--- config.mk ---
export PLATFORM = sky130hd
export DESIGN_NAME = trap_ctrl
export DESIGN_NICKNAME = d
export VERILOG_FILES = /design/src/rtl/trap_ctrl.sv
export SDC_FILE = /design/constraint.sdc
export NUM_CORES = 1
export LEC_CHECK = 0
export CAP_MARGIN = 20
export CORE_MARGIN = 2
export CORE_UTILIZATION = 25
export CTS_BUF_LIST = sky130_fd_sc_hd__clkbuf_8
export CTS_CLUSTER_SIZE = 28
export DETAILED_ROUTE_END_ITERATION = 10
export SKIP_LAST_GASP = 1
export SYNTH_ARGS = -nofsm -noshare
export SYNTH_HDL_FRONTEND = slang
export SYNTH_SLANG_ARGS = --single-unit
--- constraint.sdc ---
create_clock -name clk -period 4.3 [get_ports clk]
set_clock_uncertainty 0.1 [all_clocks]
set_input_delay 0.86 -clock clk [delete_from_list [all_inputs] [get_ports clk]]
set_output_delay 0.86 -clock clk [all_outputs]
set_load 0.1 [all_outputs]
--- src/rtl/trap_ctrl.sv ---
// ---------------------------------------------------------------------------
// trap_ctrl
//
// Trap and interrupt sequencer between the memory stage and the machine-mode
// CSR file. Arbitrates the retiring instruction's synchronous exception
// against the enabled machine interrupts. Issues one single-cycle trap event
// with the faulting PC, flushes the pipeline, redirects fetch, and then stalls
// for SETTLE_CYCLES so the CSR side effects are visible before the next trap.
//
// Parameters
//   SETTLE_CYCLES    stall cycles after trap entry (1..7)
//   EXT_SYNC_STAGES  synchronizer depth on ext_irq_i (2..3)
//
// Ports
//   clk, rst                     clock, asynchronous active-high reset
//   inst_valid_i                 an instruction retires this cycle
//   inst_addr_i                  PC of the retiring instruction
//   excepttype_i                 0 none, 0x2 illegal, 0x8 ecall, 0xA mret
//   ext_irq_i                    external interrupt (asynchronous level)
//   timer_irq_i, soft_irq_i      timer / software interrupt (clk domain level)
//   mstatus_i, mie_i             interrupt enables
//   mtvec_i, mepc_i              trap vector and return address
//   excepttype_o                 trap event to the CSR file (one cycle)
//   current_inst_addr_o          PC associated with the last trap event
//   flush_o                      flush all pipeline stages
//   new_pc_o                     fetch redirect target while flush_o=1
//   stall_o                      freeze fetch/decode while settling
// ---------------------------------------------------------------------------
module trap_ctrl #(
    parameter int SETTLE_CYCLES   = 1,
    parameter int EXT_SYNC_STAGES = 2
) (
    input  logic        clk,
    input  logic        rst,
    input  logic        inst_valid_i,
    input  logic [31:0] inst_addr_i,
    input  logic [31:0] excepttype_i,
    input  logic        ext_irq_i,
    input  logic        timer_irq_i,
    input  logic        soft_irq_i,
    input  logic [31:0] mstatus_i,
    input  logic [31:0] mie_i,
    input  logic [31:0] mtvec_i,
    input  logic [31:0] mepc_i,
    output logic [31:0] excepttype_o,
    output logic [31:0] current_inst_addr_o,
    output logic        flush_o,
    output logic [31:0] new_pc_o,
    output logic        stall_o
);

    typedef enum logic [1:0] {
        S_IDLE   = 2'd0,
        S_ENTER  = 2'd1,
        S_SETTLE = 2'd2
    } state_t;

    localparam logic [31:0] EXC_ILLEGAL = 32'h0000_0002;
    localparam logic [31:0] EXC_ECALL   = 32'h0000_0008;
    localparam logic [31:0] EXC_MRET    = 32'h0000_000A;
    localparam logic [31:0] IRQ_EXT     = 32'h8000_000B;
    localparam logic [31:0] IRQ_TIMER   = 32'h8000_0007;
    localparam logic [31:0] IRQ_SOFT    = 32'h8000_0000;
    localparam logic [2:0]  SETTLE_LAST = 3'(SETTLE_CYCLES - 1);

    state_t                       r_state;
    state_t                       w_next_state;
    logic [2:0]                   r_settle_cnt;
    logic [EXT_SYNC_STAGES-1:0]   r_ext_sync;
    logic [31:0]                  r_code;
    logic [31:0]                  r_inst_addr;
    logic [31:0]                  r_new_pc;

    logic        w_ext_sync;
    logic        w_ext_pend;
    logic        w_soft_pend;
    logic        w_timer_pend;
    logic        w_is_exc;
    logic        w_event;
    logic        w_is_irq;
    logic [31:0] w_code;
    logic [4:0]  w_cause;
    logic [31:0] w_base;
    logic [31:0] w_new_pc;
    logic        w_unused;

    // Only MIE, the three mie enables and the mtvec mode bits matter here.
    assign w_unused = &{1'b0, mstatus_i[31:4], mstatus_i[2:0],
                        mie_i[31:12], mie_i[10:8], mie_i[6:4], mie_i[2:0]};

    // ext_irq_i comes from another clock domain; shift it through a chain of
    // flops and use only the last stage.
    // NOTE: sequential state uses non-blocking (<=) so every flop samples the
    // pre-edge value of its neighbour; blocking would collapse the chain.
    always_ff @(posedge clk or posedge rst) begin
        if (rst) r_ext_sync <= '0;
        else     r_ext_sync <= {r_ext_sync[EXT_SYNC_STAGES-2:0], ext_irq_i};
    end

    assign w_ext_sync   = r_ext_sync[EXT_SYNC_STAGES-1];
    assign w_ext_pend   = w_ext_sync  & mie_i[11] & mstatus_i[3];
    assign w_soft_pend  = soft_irq_i  & mie_i[3]  & mstatus_i[3];
    assign w_timer_pend = timer_irq_i & mie_i[7]  & mstatus_i[3];

    // Unknown exception codes fall through as "none" so interrupts still win.
    assign w_is_exc = (excepttype_i == EXC_ILLEGAL) ||
                      (excepttype_i == EXC_ECALL)   ||
                      (excepttype_i == EXC_MRET);

    // Arbitration: exception > ext > soft > timer.
    // NOTE: every always_comb output gets a default first; a path that skips
    // an assignment would otherwise infer a latch.
    always_comb begin
        w_event  = 1'b0;
        w_is_irq = 1'b0;
        w_code   = '0;
        w_cause  = '0;
        if (inst_valid_i) begin
            if (w_is_exc) begin
                w_event = 1'b1;
                w_code  = excepttype_i;
            end else if (w_ext_pend) begin
                w_event  = 1'b1;
                w_is_irq = 1'b1;
                w_code   = IRQ_EXT;
                w_cause  = 5'd11;
            end else if (w_soft_pend) begin
                // Software uses code 0 for the CSR file but cause 3 for vectoring.
                w_event  = 1'b1;
                w_is_irq = 1'b1;
                w_code   = IRQ_SOFT;
                w_cause  = 5'd3;
            end else if (w_timer_pend) begin
                w_event  = 1'b1;
                w_is_irq = 1'b1;
                w_code   = IRQ_TIMER;
                w_cause  = 5'd7;
            end
        end
    end

    assign w_base = {mtvec_i[31:2], 2'b00};

    always_comb begin
        w_new_pc = w_base;
        if (w_code == EXC_MRET)
            w_new_pc = mepc_i;
        else if (w_is_irq && (mtvec_i[1:0] == 2'b01))
            w_new_pc = w_base + {25'd0, w_cause, 2'b00};
    end

    always_ff @(posedge clk or posedge rst) begin
        if (rst) begin
            r_state      <= S_IDLE;
            r_settle_cnt <= '0;
        end else begin
            r_state      <= w_next_state;
            r_settle_cnt <= (r_state == S_SETTLE) ? r_settle_cnt + 3'd1 : 3'd0;
        end
    end

    // Capture the winning event on the IDLE->ENTER edge so ENTER drives
    // stable values regardless of what the pipeline presents meanwhile.
    // current_inst_addr_o keeps its last value between traps.
    always_ff @(posedge clk or posedge rst) begin
        if (rst) begin
            r_code      <= '0;
            r_inst_addr <= '0;
            r_new_pc    <= '0;
        end else if (r_state == S_IDLE && w_event) begin
            r_code      <= w_code;
            r_inst_addr <= inst_addr_i;
            r_new_pc    <= w_new_pc;
        end
    end

    always_comb begin
        w_next_state = r_state;
        excepttype_o = '0;
        flush_o      = 1'b0;
        new_pc_o     = '0;
        stall_o      = 1'b0;
        case (r_state)
            S_IDLE: begin
                if (w_event) w_next_state = S_ENTER;
            end
            S_ENTER: begin
                excepttype_o = r_code;
                flush_o      = 1'b1;
                new_pc_o     = r_new_pc;
                w_next_state = S_SETTLE;
            end
            S_SETTLE: begin
                stall_o = 1'b1;
                if (r_settle_cnt == SETTLE_LAST) w_next_state = S_IDLE;
            end
            default: w_next_state = S_IDLE;
        endcase
    end

    assign current_inst_addr_o = r_inst_addr;

endmodule

==> flow_summary_export.csv, run 1 <==
group,metric,value,unit
floorplanning,dieArea,23180,um2
detailed_routing,vias,5028,
pwr,p_per_area,376.0,nW/um2
critical_path,required,4.46,ns
critical_path,start_kind,"input pin",
detailed_routing,drt_pass1_iterations,4,
clocking,h-tree-depth,3,
timing,final-max-slew-violation-count,0,
yosys,synth.distinct_cells,52,
floorplanning,initial_core_util,25.34,%
yosys,synth_nets,810,
yosys,dominantRegCellSynth,"dfrtp_1",
hold_path,worstHoldStart,"r_ext_sync[0]",
clocking,clkTransAtPathRegs,0.11,ns
grt,antenna_found_initial,0,
detailed_routing,route.detailed.drc,0,
run,maxCapViolations,0,
floorplanning,die_h,152.3,um
critical_path,worstPathArrival,4.33,ns
hold_path,min_to,"r_ext_sync[1]",
timing,timing.final.ws_setup,0.1283,ns
yosys,synth_area_leader_cell,"dfrtp_1",
yosys,ys_ff_latch,103,
clocking,cts_tree,"yes",
timing,min_period,4.172,ns
detailed_routing,first_iter_violations,181,
place,port_buffers,235,
detailed_routing,wirelength,17450,um
place,hpwl,12840,um
detailed_routing,avgViaCountPerCell,4.442,
critical_path,r2r_setup_slack,1.16,ns
pwr,p_leak,3.761,nW
timing,timing.hold.ws,0.2581,ns
pwr,finalPower,3.182,mW
yosys,netlist_top_cells_area,"dfrtp_1 (47%), and2_1 (13%), nand2_1 (8.9%), mux2i_1 (4.2%), xnor2_1 (4.0%)",
timing,finalSetupViolations,0,
yosys,synth_async_sr_flop_share,100.0,%
grt,grt_usage,14.97,%
yosys,syn_avg_cell_area,9.083,um2
critical_path,crit_type,"input pin to register",
critical_path,cp_max_fo,5,
pwr,ir_worst_vdd,0.0001359,V
floorplanning,fp.dieW,152.3,um
yosys,synth_top_area_share,46.90,%
grt,grt_pass1_vias,5132,
detailed_routing,wire_per_inst,15.41,um
yosys,syn_inst,605,
place,place_congestion,0.8241,
hold_path,whs_path_depth,0,
grt,grt_max_degree,84,
timing,post-route-period-util,97.02,%
clocking,clk_latency,0.38,ns
yosys,seq_area_frac_synth,46.90,%
critical_path,rr_worst_depth,14,
final_layout,drive_gt1_share,16.08,%
outcome,outcome,"finished, final reports clean",
place,post-place-ws,-0.3710,ns
hold_path,hold_class,"register to register",
yosys,ys.warnings.count,0,
floorplanning,core_area,21690,um2
floorplanning,num_io_pins,296,
clocking,cts_buffers,9,
yosys,synth_area,5495,um2
floorplanning,rows,54,
grt,grt_pass1_wl,28020,um
timing,fin_setup_tns,0,ns
critical_path,end_kind,"register",
yosys,synth_edf_count,0,
timing,worst_pin_slew,1.023,ns
timing,clock.fmax,0.2397,GHz
timing,relSlewSlack,31.61,%
critical_path,cp-startpoint,"excepttype_i[10]",
clocking,clockBufferDepth,2,
timing,rsz0062_at_grt,"yes",
timing,hold_viol,0,
final_layout,syn_to_final_growth,54.01,%
grt,grt-ovfl-total,0,
final_layout,n_antenna_cell,0,
clocking,root_buffer,"clkbuf_8",
final_layout,fin_nets,1052,
critical_path,timing.rr.start,"r_ext_sync[1]",
clocking,clock-sinks,103,
critical_path,timing.rr.end,"r_new_pc[14]",
detailed_routing,final_antenna_net_count,0,
==> final cells by class <==
class / instances / area (um2)
Clock inverter: 7 / 81.33
Inverter: 9 / 37.54
Fill cell: 2164 / 13230
Sequential cell: 103 / 2577
Multi-Input combinational cell: 458 / 2830
Tap cell: 280 / 350.3
Timing Repair Buffer: 266 / 2462
Clock buffer: 9 / 123.9
==> cells in the mapped netlist, types with 6 or more instances <==
cell type and count:
nand3_1 13, clkbuf_1 22, o21ai_0 27, nand4_1 12
nor4_1 22, and2_1 113, nand2_1 131, inv_1 8
xnor2_1 25, nor3_1 9, mux2i_1 23, nor2_1 15
o211ai_1 6, ha_1 6, dfrtp_1 103, buf_2 8
==> placed cells by master (no fill, tap or decap), types with 12 or more instances in the layout <==
cell,n
mux2i_1,23
nand3_1,13
o21ai_0,27
nand2_1,131
clkdlybuf4s50_1,171
nand4_1,12
buf_4,92
dfrtp_1,103
xnor2_1,24
and2_1,113
nor4_1,15
nor2_1,15
==> per-stage QoR <==
stage | instances | utilization (%) | instance area (um2)
4_1_cts | 1131 | 38.62 | 8377
6_report | 1132 | 39.02 | 8463
3_5_place_dp | 1115 | 37.68 | 8172
5_1_grt | 1132 | 39.02 | 8463
2_1_floorplan | 605 | - | 5495
3_3_place_gp | 1115 | 37.68 | 8172
==> worst max-delay path, stage by stage <==
cell             delay [ns]
clkdlybuf4s50_1        0.42
or4_1                  0.51
or4_4                  0.42
or3_4                  0.33
and3_2                 0.24
ha_4                   0.28
o21ai_0                0.07
o21bai_1               0.18
buf_4                  0.15
nand3b_1               0.22
nor4_1                 0.38
xnor2_1                0.16
o21ai_0                0.08
==> power breakdown <==
group | switching, mW | internal [mW]
registers | 0.0727 | 1.12
logic | 0.954 | 0.380
clock network | 0.374 | 0.276
total | 1.40 | 1.78
==> state kept, by name (all words and copies together), names as in the netlist <==
register             count
r_ext_sync               2
r_settle_cnt             3
r_new_pc                32
r_state                  2
current_inst_addr_o     32
r_code                  32
==> kinds of logic (layout without fill, tap and decap cells) <==
logic type | count (synthesis) | count (layout) | synth area share (%)
and+or+nand+nor | 343 | 343 | 32.63
DFF | 103 | 103 | 46.90
adders and majority gates | 7 | 7 | 1.730
AOI/OAI and AO/OA | 57 | 57 | 6.512
muxes | 25 | 25 | 4.667
buffers and inverters | 44 | 291 | 3.415
xor gates and xnor gates | 26 | 26 | 4.144
==> worst max path at each step <==
| stage | depth (start not counted) | to |
|---|---|---|
| 2_1_floorplan | 13 | r_new_pc[23] |
| 3_3_place_gp | 13 | r_new_pc[29] |
| 3_5_place_dp | 14 | r_new_pc[31] |
| 4_1_cts | 14 | r_new_pc[31] |
| 5_1_grt | 14 | r_new_pc[19] |
| 6_report | 13 | r_new_pc[25] |
==> metal layers <==
metal  vias to the layer above  GRT usage [%]  routed length, um
li1                       2507              -                  -
met1                      2363          20.19               7967
met4                         0          5.429                399
met2                       136          24.35               8370
met5                         -              0                  0
met3                        22          2.418                713
==> repair_timing <==
action                                 4_1_cts  5_1_grt
setup endpoints to repair                    0       14
buffers inserted                             0        1
hold buffers                                 0        0
gates resized for setup                      0       12
endpoints found under the hold margin        0        0
No activity file was read; power rests on OpenSTA's default activity.
==> inputs of run 2 (changes only) <==
--- a/config.mk
+++ b/config.mk
@@ -11,6 +11,7 @@
 export CTS_BUF_LIST = sky130_fd_sc_hd__clkbuf_8
 export CTS_CLUSTER_SIZE = 28
 export DETAILED_ROUTE_END_ITERATION = 10
+export GPL_ROUTABILITY_DRIVEN = 0
 export SKIP_LAST_GASP = 1
 export SYNTH_ARGS = -nofsm -noshare
 export SYNTH_HDL_FRONTEND = slang
==> constraint.sdc (replaced) <==
create_clock -name clk -period 5.2 [get_ports clk]
set_clock_uncertainty 0.1 [all_clocks]
set_input_delay 1.04 -clock clk [delete_from_list [all_inputs] [get_ports clk]]
set_output_delay 1.04 -clock clk [all_outputs]
set_load 0.1 [all_outputs]
==> flow_summary_export.csv, run 2 (synthesized netlist as in run 1, its figures left out) <==
group,metric,value,unit
outcome,outcome,"finished, final reports clean",
critical_path,crit_end,"r_new_pc[30]",
clocking,clock-sinks,103,
timing,final-max-slew-violation-count,0,
clocking,cts_tree,"yes",
final_layout,n_antenna_cell,0,
pwr,p_leak,3.572,nW
timing,relSlewSlack,31.03,%
grt,grt_max_degree,84,
floorplanning,dieArea,23180,um2
grt,top_usage_layer,"met2",
timing,fin_setup_tns,0,ns
critical_path,r2r_setup_slack,1.62,ns
detailed_routing,first_iter_violations,219,
final_layout,layout_common_cells,"clkdlybuf4s50_1 (231), nand2_1 (131), and2_1 (113), dfrtp_1 (103), o21ai_0 (27)",
critical_path,worst-path-stages,12,
grt,grt_use_met2,24.75,%
timing,post-route-period-util,88.83,%
critical_path,rr_worst_depth,13,
detailed_routing,vias,4965,
critical_path,cp_cell_sequence,"clkdlybuf4s50_1 > or4_1 > or4_1 > or3_4 > and3_2 > ha_1 > nor2_1 > a21oi_1 > nand4_1 > nor4_1 > xnor2_1 > o21ai_0",
floorplanning,rows,54,
critical_path,cp_max_fo,11,
clocking,cts_resized,0,
clocking,clkTransAtPathRegs,0.10,ns
hold_path,whs_path_depth,0,
detailed_routing,wirelength,17110,um
grt,grt_util_met3,2.560,%
critical_path,cp_num_buf_inv,1,
final_layout,final_cell_count_no_fill,1113,
final_layout,fin_nets,1033,
critical_path,timing.rr.end,"r_new_pc[30]",
timing,clock.fmax,0.2165,GHz
clocking,root_buffer,"clkbuf_8",
final_layout,drive_gt1_share,5.162,%
final_layout,final_common_cell,"clkdlybuf4s50_1",
clocking,clk_latency,0.37,ns
place,place_inst,1097,
timing,rsz0062_at_grt,"no",
final_layout,final_util,38.79,%
run,maxCapViolations,0,
place,hpwl,12820,um
critical_path,worstPathArrival,4.76,ns
clocking,h-tree-depth,3,
grt,antenna_found_initial,0,
critical_path,timing.rr.start,"r_ext_sync[1]",
detailed_routing,wire_per_inst,15.38,um
timing,finalSetupViolations,0,
hold_path,hold_class,"register to register",
floorplanning,fp.dieW,152.3,um
timing,timing.hold.ws,0.2613,ns
grt,grt-ovfl-total,0,
grt,grt_usage,14.93,%
timing,worst_pin_slew,1.031,ns
critical_path,start_kind,"input pin",
floorplanning,die_h,152.3,um
detailed_routing,drt_pass1_iterations,5,
pwr,ir_worst_vdd,0.0001574,V
floorplanning,num_io_pins,296,
clocking,cts_hold_buf,0,
pwr,p_per_area,320.2,nW/um2
grt,grt_pass1_wl,27800,um
critical_path,end_kind,"register",
critical_path,crit_type,"input pin to register",
timing,timing.final.ws_setup,0.5810,ns
clocking,post-cts-setup-buffers,0,
place,post-place-ws,0.1773,ns
critical_path,required,5.34,ns
clocking,clockBufferDepth,2,
final_layout,syn_to_final_growth,53.10,%
critical_path,crit_top_cell,"or4_1",
floorplanning,initial_core_util,25.34,%
place,port_buffers,235,
detailed_routing,final_antenna_net_count,0,
grt,grt_pass1_vias,5000,
final_layout,fin_area,8413,um2
grt,globalRouteMet1Util,20.13,%
critical_path,cp-startpoint,"excepttype_i[10]",
timing,hold_viol,0,
clocking,cts_buffers,9,
critical_path,crit_family,"simple AND/OR/NAND/NOR gates",
timing,min_period,4.619,ns
detailed_routing,route.detailed.drc,0,
floorplanning,core_area,21690,um2
pwr,finalPower,2.694,mW
detailed_routing,avgViaCountPerCell,4.461,
place,placed_area,8174,um2
critical_path,crit_slowest_cell,"or4_1",
critical_path,cp_slowest_stage_delay,0.50,ns
## run 2: power by group
| part | internal [mW] | switching (mW) | leakage, nW |
|---|---|---|---|
| combinational | 0.311 | 0.785 | 2.10 |
| sequential | 0.930 | 0.0598 | 1.34 |
| clock | 0.328 | 0.279 | 0.130 |
| total | 1.57 | 1.12 | 3.57 |
## run 2: worst min-delay path by stage
stage,start,endpoint,slack [ns]
detailed placement,r_ext_sync[0],r_ext_sync[1],0.24
CTS,r_ext_sync[0],r_ext_sync[1],0.26
global placement,r_ext_sync[0],r_ext_sync[1],0.24
floorplan,r_ext_sync[0],r_ext_sync[1],0.23
global route,r_ext_sync[0],r_ext_sync[1],0.27
finish,r_ext_sync[0],r_ext_sync[1],0.26
## run 2: area by class of cell
type	count	area, um2
multi-input cells	458	2751
inverters	9	37.54
clock buffers	10	137.6
flip-flops and latches	103	2577
clock inverters	6	101.3
well taps	280	350.3
fillers	2129	13280
repair buffers	247	2457
## run 2: routing by layer
layer  up-vias  part of all wire (%)
li1       2468                     -
met1      2342                    47
met2       149                    48
met3         6                   4.6
met4         0                  0.85
met5         -                     0
## run 2: worst reg2reg max path, cell delays in order, from the launching register on
cell      delay [ns]
dfrtp_1         0.33
and3_1          0.28
a21o_1          0.18
nand2_1         0.09
nor2_1          0.26
ha_1            0.27
inv_1           0.07
fa_1            0.39
nand2b_1        0.16
a21oi_1         0.35
nand4_1         0.31
nor4_1          0.38
xnor2_1         0.19
o21ai_0         0.10
